### config.mk
export PLATFORM = sky130hd
export DESIGN_NAME = load_store_unit
export DESIGN_NICKNAME = d
export VERILOG_FILES = /design/src/rtl/lsu_pkg.sv /design/src/rtl/lsu_load_align.sv /design/src/rtl/load_store_unit.sv
export SDC_FILE = /design/constraint.sdc
export NUM_CORES = 1
export LEC_CHECK = 0
export CAP_MARGIN = 20
export CELL_PAD_IN_SITES_DETAIL_PLACEMENT = 0
export CELL_PAD_IN_SITES_GLOBAL_PLACEMENT = 1
export CORE_MARGIN = 2
export CORE_UTILIZATION = 25
export DETAILED_ROUTE_END_ITERATION = 10
export PLACE_DENSITY_LB_ADDON = 0.1
export SYNTH_ARGS = -nofsm -noshare
export SYNTH_HDL_FRONTEND = slang
export SYNTH_HIERARCHICAL = 1
export SYNTH_SLANG_ARGS = --single-unit
### constraint.sdc
create_clock -name clk -period 2.55 [get_ports clk]
set_input_delay 0.255 -clock clk [delete_from_list [all_inputs] [get_ports clk]]
set_output_delay 0.255 -clock clk [all_outputs]
set_load 0.05 [all_outputs]
### src/rtl/lsu_pkg.sv
// Shared encodings and lane-merge helper for the load/store unit.
// Optional misaligned trapping in the top is enabled by MISALIGN_TRAP_EN.
package lsu_pkg;

    localparam logic [2:0] F3_B  = 3'b000;
    localparam logic [2:0] F3_H  = 3'b001;
    localparam logic [2:0] F3_W  = 3'b010;
    localparam logic [2:0] F3_BU = 3'b100;
    localparam logic [2:0] F3_HU = 3'b101;

    typedef enum logic {
        ST_IDLE,
        ST_MERGE
    } lsu_state_e;

    // Replace the byte or half lane of a memory word with store data.
    function automatic logic [31:0] lane_merge(
        input logic [31:0] word,
        input logic [1:0]  lo,
        input logic [2:0]  f3,
        input logic [31:0] wdata
    );
        logic [31:0] r;
        r = word;
        if (f3 == F3_B)
            r[{lo, 3'b000} +: 8] = wdata[7:0];
        else if (f3 == F3_H)
            r[{lo[1], 4'b0000} +: 16] = wdata[15:0];
        return r;
    endfunction

endpackage

### src/rtl/lsu_load_align.sv
// Load lane select with sign/zero extension.
// Unsupported size codes yield zero.
module lsu_load_align
    import lsu_pkg::*;
(
    input  logic [31:0] word,
    input  logic [1:0]  lo,
    input  logic [2:0]  f3,
    output logic [31:0] data
);

    logic [7:0]  b;
    logic [15:0] h;

    assign b = word[{lo, 3'b000} +: 8];
    assign h = word[{lo[1], 4'b0000} +: 16];

    always_comb begin
        data = '0;
        unique case (1'b1)
            (f3 == F3_B):  data = {{24{b[7]}}, b};
            (f3 == F3_H):  data = {{16{h[15]}}, h};
            (f3 == F3_W):  data = word;
            (f3 == F3_BU): data = {24'd0, b};
            (f3 == F3_HU): data = {16'd0, h};
            default:       data = '0;
        endcase
    end

endmodule

### src/rtl/load_store_unit.sv
// Byte/half/word load-store adapter for a word-only data memory.
// Define MISALIGN_TRAP_EN to flag and suppress misaligned accesses.
module load_store_unit
    import lsu_pkg::*;
#(
    parameter int ADDR_W = 32,
    parameter int DATA_W = 32
) (
    input  logic              clk,
    input  logic              rst,
    input  logic              memRead,
    input  logic              memWrite,
    input  logic [2:0]        funct3,
    input  logic [ADDR_W-1:0] addr,
    input  logic [DATA_W-1:0] writeData,
    output logic [DATA_W-1:0] readData,
    output logic              stall,
    output logic              misaligned,
    output logic [ADDR_W-1:0] mem_addr,
    output logic [DATA_W-1:0] mem_writeData,
    output logic              mem_memWrite,
    input  logic [DATA_W-1:0] mem_readData
);

    lsu_state_e        state;
    logic [DATA_W-1:0] merge_q;
    logic [DATA_W-1:0] aligned;
    logic              ld_size_ok;
    logic              st_word;
    logic              st_sub;
    logic              idle;

`ifdef MISALIGN_TRAP_EN
    logic is_half;
    logic is_word;
    assign is_half = (funct3 == F3_H) || (funct3 == F3_HU);
    assign is_word = (funct3 == F3_W);
    assign misaligned = (memRead || memWrite) &&
        ((is_half && addr[0]) || (is_word && addr[1:0] != 2'b00));
`else
    logic unused_rd;
    assign unused_rd  = memRead;
    assign misaligned = 1'b0;
`endif

    assign ld_size_ok = (funct3 == F3_B) || (funct3 == F3_H) ||
                        (funct3 == F3_W) || (funct3 == F3_BU) ||
                        (funct3 == F3_HU);

    assign idle    = (state == ST_IDLE);
    assign st_word = memWrite && !misaligned && (funct3 == F3_W);
    assign st_sub  = memWrite && !misaligned &&
                     ((funct3 == F3_B) || (funct3 == F3_H));

    lsu_load_align u_align (
        .word (mem_readData),
        .lo   (addr[1:0]),
        .f3   (funct3),
        .data (aligned)
    );

    assign readData = (ld_size_ok && !misaligned) ? aligned : '0;
    assign mem_addr = {addr[ADDR_W-1:2], 2'b00};

    always_ff @(posedge clk) begin
        if (rst) begin
            state   <= ST_IDLE;
            merge_q <= '0;
        end else begin
            case (state)
                ST_IDLE: begin
                    if (st_sub) begin
                        state   <= ST_MERGE;
                        merge_q <= lane_merge(mem_readData, addr[1:0],
                                              funct3, writeData);
                    end
                end
                ST_MERGE: state <= ST_IDLE;
                default:  state <= ST_IDLE;
            endcase
        end
    end

    // Reset gates the MERGE write so an aborted store never lands.
    assign stall         = !rst && idle && st_sub;
    assign mem_memWrite  = !rst && ((state == ST_MERGE) ||
                                    (idle && st_word));
    assign mem_writeData = (state == ST_MERGE) ? merge_q : writeData;

endmodule

==> results of run 1 <==
==> through the flow <==
| step | std cells | utilization [%] |
|---|---|---|
| after floorplan | 523 | - |
| after global placement | 829 | 39.02 |
| after global routing | 836 | 39.87 |
| after CTS | 835 | 39.83 |
| final | 836 | 39.87 |
| after detailed placement | 829 | 39.02 |
==> flip-flops by register name, indices dropped and copies added (netlist names) <==
name     count
merge_q     32
state        1
==> layout make-up <==
| type | count | area (µm²) | area share, % |
|---|---|---|---|
| flip-flops and latches | 33 | 660.6 | 10.36 |
| clock inverters | 1 | 5.005 | 0.07846 |
| multi-input cells | 379 | 2830 | 44.37 |
| well taps | 216 | 270.3 | 4.237 |
| inverters | 22 | 82.58 | 1.295 |
| clock buffers | 5 | 125.1 | 1.962 |
| repair buffers | 180 | 2405 | 37.70 |
==> where the power goes <==
group	switching (mW)	internal [mW]	leakage, nW
Sequential	0.0136	0.542	0.269
Combinational	0.666	0.559	1.98
Clock	0.241	0.350	0.0655
Total	0.921	1.45	2.32
==> cells in the final DEF (no fill, tap or decap), drive strengths merged, types with 16 or more instances in the layout <==
| cell type | synthesis | routed |
|---|---|---|
| mux2 | 42 | 42 |
| o211ai | 16 | 16 |
| nor2b | 32 | 32 |
| o221ai | 20 | 20 |
| nor4 | 16 | 16 |
| and2 | 32 | 32 |
| clkdlybuf4s50 | 0 | 69 |
| nor2 | 22 | 22 |
| a32o | 32 | 32 |
| dfxtp | 33 | 33 |
| buf | 61 | 111 |
| inv | 22 | 22 |
| o21ai | 47 | 47 |
| nand3 | 16 | 16 |
==> synthesized netlist by cell type (2+ instances only) <==
cell type  number  area [µm²]
and2_1         32       200.2
o21ai_0        42       210.2
nand2b_1        6       37.54
nor2_1         21       78.83
mux2_2         41       461.7
nor2b_1        32       200.2
a21oi_1         6       30.03
nor3b_1         2       15.01
o221ai_1       20       175.2
o211ai_1       16       120.1
mux2i_1         2       20.02
ha_1            5       62.56
a32o_1         32       320.3
buf_1           6       22.52
nor4_1         16       100.1
clkbuf_1       27       101.4
o21ai_1         5       25.02
nand2_1        11       41.29
buf_6           8       90.09
nor4b_1        15       131.4
a221o_1         7       70.07
nand3b_1        2       15.01
a22oi_1        13       97.59
nand4b_1        6       52.55
dfxtp_1        33       660.6
buf_4          34       255.2
a311o_1         7       70.07
buf_2          13       65.06
inv_1          22       82.58
nand3_1        16       80.08
==> worst paths after layout <==
kind	endpoint	cells after the start	start	slack (ps)
setup / recovery	readData[7]	8	addr[0]	120
hold reg to reg	merge_q[8]	1	merge_q[8]	460
hold / removal	merge_q[8]	1	merge_q[8]	460
setup reg to reg	merge_q[25]	4	state	900
==> metal layers <==
metal,track usage [%],up-vias,share of wire [%]
met5,0,-,0
met4,8.542,0,3.5
met3,4.460,36,7.3
met2,30.82,218,43
met1,28.61,2170,46
li1,-,2134,-
==> worst reg2reg max path, delay by kind of cell (launching register included) <==
family / cells / cell delay (ps)
compound gates: 1 / 260
buf+inv: 1 / 270
flops: 1 / 320
simple gates: 2 / 680
==> kinds of logic after synthesis <==
| group | after synthesis |
|---|---|
| multiplexers | 44 |
| flip-flops | 33 |
| buffers and inverters | 111 |
| AND/OR/NAND/NOR | 173 |
| AO/OA/AOI/OAI | 154 |
| other | 1 |
| adder cells (fa/ha/maj) | 5 |
==> impl_metrics.py, run 1 <==
metrics = {
    "outcome": {
        "outcome": "complete, no violations",
    },
    "route": {
        "drt_iter0_drc": 272,
        "viasPerCell": 5.452,
        "ant_nets": 0,
        "drc": 0,
        "wl_per_cell_um": 22.15,
        "finalWirelength_um": 18520,
        "vias": 4558,
        "firstDrtPassIters": 5,
    },
    "cells_and_area": {
        "antennaDiodeCount": 0,
        "final_nets": 729,
        "nFillCells": 1667,
        "drive_above_1_share_pct": 27.10,
        "syn_to_final_growth_pct": 55.14,
        "stdcell_area_mm2": 0.006379,
    },
    "floorplanning": {
        "die_h_um": 132.2,
        "core_mm2": 0.01600,
        "initial_core_util_pct": 25.70,
        "ios": 202,
        "die-area_mm2": 0.01749,
        "row_count": 46,
        "die_w_um": 132.2,
    },
    "setup_path": {
        "crit_fanout": 25,
        "end_kind": "output pin",
        "critical_path_arrival_ps": 2170,
        "critPathSlowestCell": "clkdlybuf4s50_1",
        "path_class": "in2out",
        "cp_data_required_time_ps": 2300,
        "crit_chain": "clkdlybuf4s50_1, buf_4, mux2_2, a22oi_4, buf_12, o221ai_1, and2_1, buf_12",
        "critical_path.most_common_cell": "buf_12",
        "crit_path_max_incr_delay_ps": 480,
        "crit_buf_inv": 4,
        "crit_family": "buffers and inverters",
        "crit_path_start_kind": "primary input",
    },
    "sta": {
        "tns_ps": 0,
        "fin_crit_sh_pct": 95.21,
        "setup_viol": 0,
        "timing.fmax_mhz": 411.9,
        "finClkSkew_ps": 5.560,
        "drv_slew": 0,
        "finalWorstSetupSlack_ps": 122.2,
        "max-slew-margin-rel_pct": 63.07,
        "hold_viol_final": 0,
        "rsz0062_at_grt": "false",
        "whs_ps": 463.9,
        "fin_crit_ps": 2428,
        "worst_pin_slew_ps": 552.2,
    },
    "placement": {
        "hpwlAfterDp_um": 13450,
        "gp_congestion": 0.8358,
        "place_area_mm2": 0.006243,
        "port_buffers": 137,
        "dp_slack_ps": -1.470,
    },
    "grt": {
        "grt_pass1_wl_um": 27720,
        "antenna_found_initial": 0,
        "track_usage_pct": 20.62,
        "grt_max_degree": 87,
        "grt_pass1_vias": 4575,
        "grt_overflow": 0,
    },
    "clock_tree": {
        "clock_sinks": 33,
        "cts-htree-levels": 2,
        "clkTransAtPathRegs_ps": 60,
        "ctsResizeCount": 0,
        "post-cts-setup-buffers": 0,
        "cts_buffers": 5,
        "cts_tree": "built",
        "cts_hold_buf": 0,
        "clock_path_buffers": 2,
        "cts-root-buf": "clkbuf_16",
        "clock_latency_ps": 280,
    },
    "synth": {
        "ys.flop_type": "dfxtp_1",
        "ys_types": 53,
        "synth.area.mux_share_pct": 12.08,
        "synth_top_family_by_area": "compound AO/OA/AOI/OAI gates",
        "synthAdderAreaFrac_pct": 1.522,
        "ys_seq_area_share_pct": 16.07,
        "synth_compound_area_share_pct": 28.67,
        "ys_async_sr_fraction_pct": 0,
        "syn-instance-count": 521,
        "yosysWarningCount": 6,
        "synth_edf_count": 0,
        "synthXorXnorAreaFrac_pct": 0,
        "synth_simple_gate_area_share_pct": 26.23,
        "avgSynthCellArea_um2": 7.891,
        "synth-seq-cells": 33,
        "syn_area_mm2": 0.004111,
    },
    "power_and_ir_drop": {
        "ir_drop_mv": 0.1980,
        "p_leak_nw": 2.318,
        "p_per_area_mw_per_mm2": 371.7,
        "power_mw": 2.371,
    },
    "job": {
        "drv_cap": 0,
    },
    "worst_hold_path": {
        "holdCritPathClass": "reg2reg",
    },
}
No activity file was read; power rests on OpenSTA's default activity.
==> run 2, diff against run 1 <==
--- a/config.mk
+++ b/config.mk
@@ -11,8 +11,8 @@
 export CORE_MARGIN = 2
 export CORE_UTILIZATION = 25
 export DETAILED_ROUTE_END_ITERATION = 10
+export GPL_ROUTABILITY_DRIVEN = 0
 export PLACE_DENSITY_LB_ADDON = 0.1
 export SYNTH_ARGS = -nofsm -noshare
 export SYNTH_HDL_FRONTEND = slang
-export SYNTH_HIERARCHICAL = 1
 export SYNTH_SLANG_ARGS = --single-unit
==> run 2 against run 1 <==
Effect of this change:
- sequential share of layout area rose by 1.5 points
- sequential cell count did not move
- non-clock buffer count fell by 4
- critical path depth fell by 2
- worst setup slack improved by 8.2 ps
- synthesized cell count fell by 22%
- die area fell by 18%
- design area fell by 12%
- routed wire length fell by 20%
- worst hold slack improved by 2.1 ps
==> impl_metrics.py, run 2 <==
metrics = {
    "outcome": {
        "outcome": "complete, no violations",
    },
    "synth": {
        "synth_top_cell_area_share_pct": 19.77,
        "synth_common_cells": "39 x mux2_2, 35 x a221o_1, 35 x nand2_1, 33 x buf_4, 33 x dfxtp_1",
        "yosysTopAreaCell": "dfxtp_1",
        "synthTopCellsByArea": "dfxtp_1 20%, mux2_2 13%, a221o_1 10%, a32o_1 9.6%, buf_4 7.4%",
        "synth-seq-cells": 33,
        "post-synth-top-count-cell": "mux2_2",
        "synth_edf_count": 0,
        "ys.flop_type": "dfxtp_1",
        "ys_types": 43,
        "yosysWarningCount": 0,
        "syn_area_mm2": 0.003342,
        "ys_async_sr_fraction_pct": 0,
        "avgSynthCellArea_um2": 8.211,
        "syn-instance-count": 407,
        "ys_seq_area_share_pct": 19.77,
    },
    "route": {
        "wl_per_cell_um": 21.17,
        "vias": 3846,
        "viasPerCell": 5.486,
        "drt_iter0_drc": 277,
        "finalWirelength_um": 14840,
        "drc": 0,
        "firstDrtPassIters": 5,
        "ant_nets": 0,
    },
    "clock_tree": {
        "clock_sinks": 33,
        "clkTransAtPathRegs_ps": 60,
        "cts_buffers": 5,
        "cts-htree-levels": 2,
        "clock_latency_ps": 280,
        "post-cts-setup-buffers": 0,
        "clock_path_buffers": 2,
        "cts-root-buf": "clkbuf_16",
        "cts_tree": "built",
    },
    "power_and_ir_drop": {
        "p_leak_nw": 2.238,
        "ir_drop_mv": 0.2695,
        "swShare_pct": 38.30,
        "p_switching_mw": 0.8947,
        "p_per_area_mw_per_mm2": 418.5,
        "intPower_mw": 1.441,
        "p_clk_share_pct": 26.0,
        "power_frac_comb_pct": 50.2,
        "seq_power_share_pct": 23.8,
    },
    "floorplanning": {
        "die_h_um": 119.6,
        "initial_core_util_pct": 25.44,
        "row_count": 42,
        "ios": 202,
        "die_w_um": 119.6,
        "core_mm2": 0.01314,
        "die-area_mm2": 0.01431,
    },
    "setup_path": {
        "crit_fanout": 16,
        "rrSetupSlack_ps": 1060,
        "crit_path_max_incr_delay_ps": 510,
        "cp_data_required_time_ps": 2300,
        "crit_family": "buffers and inverters",
        "crit_path_start_kind": "primary input",
        "path_class": "in2out",
        "crit_chain": "clkdlybuf4s50_1, mux4_2, and3_1, a31o_4, a21o_1, buf_12",
        "end_kind": "output pin",
        "rr_worst_depth": 4,
        "r2r_end": "merge_q[28]",
        "cp.depth": 6,
        "critical_path_arrival_ps": 2160,
        "crit_buf_inv": 2,
        "regToRegStartpoint": "state",
        "critPathSlowestCell": "mux4_2",
    },
    "cells_and_area": {
        "reg_top3": "merge_q: 32 flops, state: 1 flops",
        "final_nets": 632,
        "drive_above_1_share_pct": 30.86,
        "regMostFlops": "merge_q",
        "final_common_cell": "clkdlybuf4s50_1",
        "stdcell_area_mm2": 0.005582,
        "layout_common_cells": "69 x clkdlybuf4s50_1, 61 x buf_12, 44 x buf_4",
        "antennaDiodeCount": 0,
        "postLayoutCoreUtil_pct": 42.49,
        "syn_to_final_growth_pct": 67.02,
        "largest_reg_flops": 32,
    },
    "sta": {
        "worst_pin_slew_ps": 1055,
        "timing.fmax_mhz": 413.3,
        "hold_viol_final": 0,
        "finalWorstSetupSlack_ps": 130.4,
        "drv_slew": 0,
        "setup_viol": 0,
        "max-slew-margin-rel_pct": 29.49,
        "finClkSkew_ps": 5.661,
        "fin_crit_sh_pct": 94.88,
        "rsz0062_at_grt": "false",
        "fin_crit_ps": 2420,
    },
    "worst_hold_path": {
        "whs_path_depth": 1,
        "min_from": "merge_q[0]",
        "holdCritPathClass": "reg2reg",
        "holdPathEnd": "merge_q[0]",
    },
    "job": {
        "drv_cap": 0,
    },
    "grt": {
        "track_usage_pct": 20.52,
        "grt_pass1_vias": 3816,
        "antenna_found_initial": 0,
        "grt_pass1_wl_um": 22940,
        "grt_max_degree": 32,
        "grt_overflow": 0,
    },
    "placement": {
        "place_area_mm2": 0.005440,
        "hpwlAfterDp_um": 11340,
        "dp_slack_ps": -184.5,
        "port_buffers": 137,
    },
}
[run 2: cell count changes after synthesis, sizes merged, moves of 15 or more]
cell / change
buf: -20
nor2b: -30
a221o: +28
and2: -32
nor3: +18
o221ai: -19
o211ai: -16
nor4: -16
a21o: +17
o21ai: -29
inv: -15
nand3: -15
nand2: +24
[run 2: timing repair]
| item | in CTS | in global routing |
|---|---|---|
| setup endpoints to repair | 14 | 0 |
| hold buffers | 0 | 0 |
| hold endpoints to repair | 0 | 0 |
| gates resized for setup | 1 | 0 |
[run 2: stage by stage]
stage          hold slack, ps  instances  TNS, ps  total power, mW
2_1_floorplan           334.3        409        0            1.263
3_3_place_gp            444.0        693    -1973            1.735
3_5_place_dp            454.1        693    -3289            1.740
4_1_cts                 467.4        701        0            2.355
5_1_grt                 478.2        701        0            2.427
6_report                466.1        701        0            2.336
[run 2: per-layer routing]
metal	track usage [%]	vias to the layer above	part of all wire (%)
met4	5.515	0	1.6
met2	31.96	176	45
met1	29.16	1878	47
li1	-	1776	-
met3	3.517	16	6.2
met5	0	-	0
[run 2: cell type report]
class / instances / area [µm²]
clock buffers: 5 / 125.1
clock inverters: 3 / 17.52
fillers: 1327 / 7556
inverters: 10 / 37.54
multi-input cells: 298 / 2265
flip-flops and latches: 33 / 660.6
well taps: 176 / 220.2
repair buffers: 176 / 2256
[run 2: kinds of logic (layout without fill, tap and decap cells)]
family | after synthesis | count (layout) | synth area share, %
multiplexers | 42 | 42 | 14.41
AO/OA/AOI/OAI | 137 | 137 | 34.44
AND/OR/NAND/NOR | 111 | 111 | 16.10
adder cells (fa/ha/maj) | 5 | 5 | 1.872
buffers and inverters | 78 | 194 | 13.29
flip-flops | 33 | 33 | 19.77
other | 1 | 3 | 0.1122
[run 2: worst max-delay path by stage]
stage,start,endpoint,slack [ps]
final,mem_readData[7],readData[31],130
after global routing,funct3[1],readData[5],90
after CTS,mem_readData[31],readData[18],160
after detailed placement,addr[0],merge_q[18],-180
after global placement,addr[0],merge_q[19],-120
after floorplan,addr[1],merge_q[0],290
[run 2: power groups by stage]
stage                     clock network [mW]  registers, mW  logic, mW
after floorplan                            0          0.561      0.702
after global placement                     0          0.567       1.17
after detailed placement                   0          0.567       1.17
after CTS                              0.623          0.556       1.18
after global routing                   0.640          0.559       1.23
final                                  0.606          0.556       1.17
